==> src/rtl/uart_pkg.sv <==
// Shared UART definitions: data width, default receive-buffer geometry and the
// per-cycle FIFO operation encoding used by the receive buffer.
package uart_pkg;

    localparam int UART_DATA_W          = 8;
    localparam int UART_RX_FIFO_DEPTH   = 16;
    localparam int UART_RX_FIFO_ADDR_W  = $clog2(UART_RX_FIFO_DEPTH);

    // Encoding matches the {push, pop} bit pair so a plain cast selects the op.
    typedef enum logic [1:0] {
        OP_NONE = 2'b00,
        OP_POP  = 2'b01,
        OP_PUSH = 2'b10,
        OP_BOTH = 2'b11
    } fifo_op_e;

endpackage : uart_pkg

==> src/rtl/uart_rx_fifo_if.sv <==
// Receive-buffer bus: byte strobe from the UART receiver, pop/clear from the core,
// and the head byte plus status flags back to the core.
interface uart_rx_fifo_if
    import uart_pkg::*;
#(
    parameter int ADDR_W = UART_RX_FIFO_ADDR_W
);

    logic [UART_DATA_W-1:0] wr_data;
    logic                   wr_valid;
    logic                   rd_en;
    logic                   ovf_clr;
    logic [UART_DATA_W-1:0] rd_data;
    logic                   empty;
    logic                   full;
    logic [ADDR_W:0]        count;
    logic                   overflow;

    modport master (
        output wr_data, wr_valid, rd_en, ovf_clr,
        input  rd_data, empty, full, count, overflow
    );

    modport slave (
        input  wr_data, wr_valid, rd_en, ovf_clr,
        output rd_data, empty, full, count, overflow
    );

endinterface : uart_rx_fifo_if

==> src/rtl/uart_fifo_ram.sv <==
// DEPTH x DATA_W storage: synchronous write port, asynchronous read port, so it can
// map onto distributed RAM or plain registers.
module uart_fifo_ram
    import uart_pkg::*;
#(
    parameter int DEPTH  = UART_RX_FIFO_DEPTH,
    parameter int ADDR_W = UART_RX_FIFO_ADDR_W,
    parameter int DATA_W = UART_DATA_W
) (
    input  logic              clk,
    input  logic              wr_en,
    input  logic [ADDR_W-1:0] wr_addr,
    input  logic [DATA_W-1:0] wr_data,
    input  logic [ADDR_W-1:0] rd_addr,
    output logic [DATA_W-1:0] rd_data
);

    logic [DATA_W-1:0] mem [DEPTH];

    // NOTE: storage has no reset; empty/count gate its validity, and a reset term
    // would block mapping onto RAM primitives.
    always_ff @(posedge clk) begin
        if (wr_en) begin
            mem[wr_addr] <= wr_data;
        end
    end

    assign rd_data = mem[rd_addr];

endmodule : uart_fifo_ram

==> src/rtl/uart_rx_fifo.sv <==
// Receive buffer behind the UART receiver: circular first-word-fall-through FIFO with
// occupancy count, registered empty/full and a sticky overflow flag for dropped bytes.
module uart_rx_fifo
    import uart_pkg::*;
#(
    parameter int DEPTH  = UART_RX_FIFO_DEPTH,
    parameter int ADDR_W = UART_RX_FIFO_ADDR_W
) (
    input logic             clk,
    input logic             rst,
    uart_rx_fifo_if.slave   bus
);

    localparam logic [ADDR_W:0] COUNT_MAX = (ADDR_W + 1)'(DEPTH);

    logic [ADDR_W-1:0] wr_ptr;
    logic [ADDR_W-1:0] rd_ptr;
    logic [ADDR_W:0]   count;
    logic [ADDR_W:0]   count_nxt;
    logic              empty;
    logic              full;
    logic              overflow;
    logic              push;
    logic              pop;
    logic              drop;
    fifo_op_e          op;

    // A full FIFO still accepts a byte when a pop frees a slot in the same cycle.
    assign pop  = bus.rd_en && !empty;
    assign push = bus.wr_valid && (!full || pop);
    assign drop = bus.wr_valid && !push;
    assign op   = fifo_op_e'({push, pop});

    // NOTE: every always_comb output gets a default first, so no path leaves it
    // unassigned and no latch is inferred.
    always_comb begin
        count_nxt = count;
        unique case (op)
            OP_PUSH: count_nxt = count + (ADDR_W + 1)'(1);
            OP_POP:  count_nxt = count - (ADDR_W + 1)'(1);
            default: count_nxt = count;
        endcase
    end

    // NOTE: sequential state uses non-blocking assignments only, so every register
    // samples pre-edge values regardless of statement order.
    always_ff @(posedge clk) begin
        if (rst) begin
            wr_ptr   <= '0;
            rd_ptr   <= '0;
            count    <= '0;
            empty    <= 1'b1;
            full     <= 1'b0;
            overflow <= 1'b0;
        end else begin
            if (push) begin
                wr_ptr <= wr_ptr + ADDR_W'(1);
            end
            if (pop) begin
                rd_ptr <= rd_ptr + ADDR_W'(1);
            end
            count <= count_nxt;
            empty <= (count_nxt == '0);
            full  <= (count_nxt == COUNT_MAX);
            // A drop in the same cycle as ovf_clr keeps the flag set.
            if (drop) begin
                overflow <= 1'b1;
            end else if (bus.ovf_clr) begin
                overflow <= 1'b0;
            end
        end
    end

    uart_fifo_ram #(
        .DEPTH  (DEPTH),
        .ADDR_W (ADDR_W),
        .DATA_W (UART_DATA_W)
    ) u_ram (
        .clk     (clk),
        .wr_en   (push),
        .wr_addr (wr_ptr),
        .wr_data (bus.wr_data),
        .rd_addr (rd_ptr),
        .rd_data (bus.rd_data)
    );

    assign bus.count    = count;
    assign bus.empty    = empty;
    assign bus.full     = full;
    assign bus.overflow = overflow;

endmodule : uart_rx_fifo
==> src/flat_wrapper.sv <==
// flat-port wrapper written by rule: the top's interface ports become plain ports
module uart_rx_fifo_flat import uart_pkg::*;
#(
    parameter int DEPTH  = UART_RX_FIFO_DEPTH,
    parameter int ADDR_W = UART_RX_FIFO_ADDR_W
)
  (clk, rst, bus_wr_data, bus_wr_valid, bus_rd_en, bus_ovf_clr, bus_rd_data, bus_empty, bus_full, bus_count, bus_overflow);
  uart_rx_fifo_if #(.ADDR_W(ADDR_W)) bus_i ();
  input logic clk;
  input logic rst;
  input wire logic [$bits(bus_i.wr_data)-1:0] bus_wr_data;
  input wire logic [$bits(bus_i.wr_valid)-1:0] bus_wr_valid;
  input wire logic [$bits(bus_i.rd_en)-1:0] bus_rd_en;
  input wire logic [$bits(bus_i.ovf_clr)-1:0] bus_ovf_clr;
  output wire logic [$bits(bus_i.rd_data)-1:0] bus_rd_data;
  output wire logic [$bits(bus_i.empty)-1:0] bus_empty;
  output wire logic [$bits(bus_i.full)-1:0] bus_full;
  output wire logic [$bits(bus_i.count)-1:0] bus_count;
  output wire logic [$bits(bus_i.overflow)-1:0] bus_overflow;
  assign bus_i.wr_data = bus_wr_data;
  assign bus_i.wr_valid = bus_wr_valid;
  assign bus_i.rd_en = bus_rd_en;
  assign bus_i.ovf_clr = bus_ovf_clr;
  assign bus_rd_data = bus_i.rd_data;
  assign bus_empty = bus_i.empty;
  assign bus_full = bus_i.full;
  assign bus_count = bus_i.count;
  assign bus_overflow = bus_i.overflow;
  uart_rx_fifo #(.DEPTH(DEPTH), .ADDR_W(ADDR_W)) u_core (.clk(clk), .rst(rst), .bus(bus_i));
endmodule
==> config.mk <==
export PLATFORM = sky130hd
export DESIGN_NAME = uart_rx_fifo_flat
export DESIGN_NICKNAME = d
export VERILOG_FILES = /design/src/rtl/uart_pkg.sv /design/src/rtl/uart_rx_fifo_if.sv /design/src/rtl/uart_fifo_ram.sv /design/src/rtl/uart_rx_fifo.sv /design/src/flat_wrapper.sv
export SDC_FILE = /design/constraint.sdc
export NUM_CORES = 1
export LEC_CHECK = 0
export CAP_MARGIN = 5
export CORE_AREA = 2 2 223 115
export DETAILED_ROUTE_END_ITERATION = 6
export DIE_AREA = 0 0 225 117
export DONT_BUFFER_PORTS = 1
export GPL_ROUTABILITY_DRIVEN = 0
export SLEW_MARGIN = 30
export SYNTH_ARGS = -nofsm -noshare
export SYNTH_HDL_FRONTEND = slang
export SYNTH_SLANG_ARGS = --single-unit
export TNS_END_PERCENT = 100
==> constraint.sdc <==
create_clock -name clk -period 3.3 [get_ports clk]
set_clock_uncertainty 0.1 [all_clocks]
set_input_delay 0.495 -clock clk [delete_from_list [all_inputs] [get_ports clk]]
set_output_delay 0.495 -clock clk [all_outputs]
set_load 0.05 [all_outputs]
**Word-level counts from Yosys, hierarchy flattened**

Memories as Yosys holds them, arrays and structs flattened. A register that Yosys moved wholly into a read port is not among the register bits.
Cells that the tools add are included.

- Register bits: 16
- Bits in writable memories: 128
- Bits of input ports: 13
- Output and inout port bits: 16
- Memories: 1

Memory list:

| memory | depth | width | read ports | clocked after Yosys merged registers in | write ports | RTL line | text |
|---|---|---|---|---|---|---|---|
| u_core.u_ram.mem | 16 | 8 | 1 | 1 | 1 | uart_fifo_ram.sv:18 | `logic [DATA_W-1:0] mem [DEPTH];` |

- Add/subtract/negate cells: 4
- Eq/ne operators: 3
- Muxes and demuxes: 7
- Reduce and logical (&&, ||, !) cells: 9

Operators by type and width:

| operator | count |
|---|---|
| $pmux W5 S2 | 1 |
| $add A4 B1 Y4 const B | 2 |
| $mux W4 | 2 |
| $add A5 B1 Y5 const B | 1 |
| $eq A5 B5 Y1 const B | 1 |
| $logic_not A5 Y1 | 1 |
| $sub A5 B1 Y5 const B | 1 |
| $mux W1 | 4 |
| $logic_and A1 B1 Y1 | 3 |
| $logic_not A1 Y1 | 3 |
| $eq A2 B1 Y1 const B | 1 |
| $eq A2 B2 Y1 const B | 1 |
| $reduce_bool A2 Y1 | 1 |
| $logic_or A1 B1 Y1 | 1 |

**Logic depth before layout (Yosys ltp)**

- Depth after elaboration: 7
- Depth in mapped cells: 12
- Depth with buffers taken out: 11

**Hierarchy**

Synthesis repeated with hierarchy kept, for this count alone.

- Cell total of the unflattened synthesis: 309
- Area total of the unflattened synthesis: 5786.8 um^2

Modules (own cells, without submodules):

| module | times used | cells each | area an instance (um^2) |
|---|---|---|---|
| uart_fifo_ram | 1 | 221 | 4987.3 |
| uart_rx_fifo | 1 | 88 | 799.5 |

**Worst setup path before layout**

No wires, ideal clock.

- Path kind: reg-to-reg
- From: register u_core.empty, in the netlist u_core.bus.empty
- To: register u_core.full, in the netlist u_core.bus.full
- Setup time: 0.118 ns
- Data arrival time: 2.606 ns
- Path slack: 0.477 ns
- Cell stages (with the launch flop): 13
- Path buffers: 1
- Cell sequence: dfxtp_1 nand2b_1 a21boi_1 inv_1 ha_1 buf_2 xor2_1 ha_1 o21a_1 o21ai_1 a221oi_1 mux2_2 o2111a_1

- Longest elaborated chain between the ends: 7
- Elaborated cells between the ends (all ways): 8
- Those cells by class: eq/ne (3); mux (1); reduce/logical (4)

Ends and longest elaborated chain:

| item | RTL line | text |
|---|---|---|
| from (decl) | uart_rx_fifo.sv:20 | `logic empty;` |
| from (signal assigned) | uart_rx_fifo.sv:63 | `empty <= (count_nxt == '0);` |
| $logic_not A1 Y1 (*) | uart_rx_fifo.sv:29 | `assign pop = bus.rd_en && !empty;` |
| $logic_and A1 B1 Y1 (*) | uart_rx_fifo.sv:29 |  |
| $logic_or A1 B1 Y1 | uart_rx_fifo.sv:30 | `assign push = bus.wr_valid && (!full \|\| pop);` |
| $logic_and A1 B1 Y1 | uart_rx_fifo.sv:30 |  |
| $eq A2 B1 Y1 or $eq A2 B2 Y1 (tied branches) | uart_rx_fifo.sv:38 | `unique case (op)` |
| $pmux W5 S2 (*) | uart_rx_fifo.sv:38 |  |
| $eq A5 B5 Y1 (*) | uart_rx_fifo.sv:64 | `full <= (count_nxt == COUNT_MAX);` |
| to (signal assigned) | uart_rx_fifo.sv:64 |  |
| to (decl) | uart_rx_fifo.sv:21 | `logic full;` |

Mark *: on every way between the ends. The rest lies on a longest branch, timed or not.
A chain may end at the register's enable or synchronous reset.

==> impl_metrics.csv <==
group,metric,value,unit
logic_synthesis,synth_area_leader_cell,"edfxtp_1",
global_routing,grt_pass1_wl,18.5,mm
detailed_routing,num_vias,2779,
layout,instances_no_fill,647,
place,io_buffer_count,0,
logic_synthesis,synth_ff_type,"edfxtp_1",
logic_synthesis,netlist_instances,301,
detailed_routing,drc,0,
worst_setup_path,cp_max_fo,18,
worst_hold_path,hp-class,"input pin to register",
logic_synthesis,seq_area_frac_synth,70.5,%
timing,hold_viol,0,
worst_setup_path,startpoint_type,"register",
logic_synthesis,synth_area,6020,µm²
global_routing,grt_pass1_vias,2872,
timing,rsz0062_at_grt,"no",
logic_synthesis,synth_top_area_share,63.9,%
job,cap_violations,0,
logic_synthesis,synth_area_leaders,"edfxtp_1 (64%), mux4_1 (10%), dfxtp_1 (6.7%)",
place,placedCellCount,615,
cts,cts_tree,"built",
worst_setup_path,slowest_stage,"mux4_1",
timing,relSlewSlack,52.7,%
place,dpl_cell_area,6400,µm²
cts,htree_num_levels,4,
timing,max_clock_freq,312,MHz
timing,finalCritPeriodShare,97.1,%
logic_synthesis,ys_warn_count,0,
global_routing,track_usage,10.0,%
worst_setup_path,cp_cell_sequence,"buf_12 -> mux4_1 -> mux4_2",
worst_setup_path,setup.worst_path.class,"register to output pin",
outcome,status,"completed",
place,post-place-ws,405,ps
timing,final.min_clock_period,3210,ps
global_routing,overflow,0,
layout,nets,334,
power_and_ir_drop,total_power,4.89,mW
worst_setup_path,endpoint_kind,"output pin",
layout,area_delta_synth_final,16.1,%
worst_setup_path,path_buf_inv,1,
logic_synthesis,avgSynthCellArea,20.0,µm²
cts,cts_buffers,17,
worst_setup_path,slowest_delay,710,ps
timing,finalMaxSlewViolations,0,
layout,finalInstanceArea,6990,µm²
timing,fin_ws,94.3,ps
die,die_h,117,µm
die,dieArea,26300,µm²
layout,antennaDiodeCount,0,
detailed_routing,drt-pass1-iter-count,4,
global_routing,antenna_found_initial,0,
logic_synthesis,ys_ff_latch,148,
worst_setup_path,cp.arrival,2610,ps
logic_synthesis,synth-edff-count,128,
timing,setup_viol,0,
cts,clkTransAtPathRegs,60,ps
die,ios,29,
cts,cts_resized,0,
logic_synthesis,synthDistinctLibCells,39,
detailed_routing,dr.first_iter.drc_count,217,
die,fp-row-count,41,
worst_setup_path,path_delay_family,"multiplexers",
die,core,24600,µm²
detailed_routing,ant_nets,0,
timing,worst_slew_pin_slew,708,ps
global_routing,grt_max_degree,33,
die,initial_core_util,24.5,%
power_and_ir_drop,power_density,700,nW/µm²
power_and_ir_drop,p_leak,2.27,nW
detailed_routing,wl,12.3,mm
timing,setup_tns,0,ps
die,die_x,225,µm
worst_setup_path,cp.required,2700,ps
cts,cts.path.max_buffers,2,
detailed_routing,post_drt_wl_per_cell,19.0,µm
logic_synthesis,async_reset_ff_share,0,%
cts,cts_hold_buf,0,
cts,root_buffer,"clkbuf_16",
cts,cts.sink_count,148,
cts,cts_setup_buffers,0,
place,dp_hpwl,8.41,mm
logic_synthesis,synth_nets,323,
detailed_routing,via_per_inst,4.30,
layout,drive_gt1_share,17.5,%
power_and_ir_drop,ir_worst_vdd,353,µV
cts,clk_latency,410,ps
[cells in the final DEF, fill, tap and decap left out, drive strengths merged, types with 2 or more instances in the layout]
master,instances
and2,12
xor2,7
nand2,6
nor2,19
nor3b,3
ha,9
inv,14
mux2i,4
a21oi,4
and4,4
clkbuf,17
xnor2,3
o2111a,2
clkinv,4
buf,7
nor2b,2
a211oi,2
mux4,40
edfxtp,128
dfxtp,20
nand4,2
bufinv,2
[per-stage QoR]
| step | util [%] | hold slack (ps) |
|---|---|---|
| 2_1_floorplan | - | 368 |
| 3_3_place_gp | 26.0 | 420 |
| 3_5_place_dp | 26.0 | 413 |
| 4_1_cts | 28.4 | 20.8 |
| 5_1_grt | 28.4 | 18.6 |
| 6_report | 28.4 | 44.4 |
[worst paths after layout]
| check | from | end | slack [ps] | cells after the start |
|---|---|---|---|---|
| hold reg to reg | u_core.rd_ptr[1] | register | 410 | 2 |
| setup / recovery | register | bus_rd_data[5] | 90 | 3 |
| setup reg to reg | u_core.bus.empty | u_core.bus.full | 510 | 11 |
| hold / removal | rst | u_core.bus.count[2] | 40 | 1 |
[layer usage]
layer / global-route usage (%) / vias up / part of all wire, %
li1: - / 1263 / -
met1: 13.3 / 1442 / 46
met2: 15.3 / 67 / 46
met3: 3.69 / 7 / 8.0
met4: 3.05 / 0 / 0.37
met5: 0 / - / 0
[power breakdown]
group          switching, mW  internal (mW)  total, mW
Combinational          0.429          0.312      0.741
Clock                  0.793           1.13       1.93
Sequential             0.124           2.10       2.22
Total                   1.35           3.54       4.89
[cells in the mapped netlist (3+ instances only)]
| master | instances |
|---|---|
| mux4_1 | 24 |
| nor3b_1 | 3 |
| ha_1 | 9 |
| xnor2_1 | 3 |
| xor2_1 | 7 |
| nor2_1 | 19 |
| mux2i_1 | 4 |
| mux4_2 | 16 |
| inv_1 | 6 |
| clkbuf_1 | 4 |
| nand2_1 | 6 |
| buf_1 | 5 |
| and2_1 | 12 |
| dfxtp_1 | 20 |
| and4_1 | 4 |
| a21oi_1 | 4 |
| edfxtp_1 | 128 |
[cell families (layout without fill, tap and decap cells)]
kind of cell / Yosys count / after routing / synth area share, %
buffers and inverters: 21 / 45 / 2.12
XOR/XNOR: 10 / 10 / 1.46
AO/OA/AOI/OAI: 15 / 15 / 1.91
adder cells (fa/ha/maj): 9 / 9 / 1.87
AND/OR/NAND/NOR: 53 / 53 / 4.82
flip-flops: 148 / 148 / 70.5
multiplexers: 45 / 45 / 17.3
[state kept, by name, summed over array words and instances (netlist names), named ones only]
signal               flops
u_core.wr_ptr            4
u_core.rd_ptr            4
u_core.bus.overflow      1
u_core.bus.empty         1
u_core.bus.count         5
u_core.u_ram.mem       128
u_core.bus.full          1
[layout make-up]
type                            count  area, µm²
Clock inverter                     15        166
Fill cell                        2359      17600
Clock buffer                       17        425
Sequential cell                   148       4250
Inverter                            6       22.5
Timing Repair Buffer                7       77.6
Tap cell                          322        403
Multi-Input combinational cell    132       1650
Note: power is estimated with default switching activity, not from simulation.
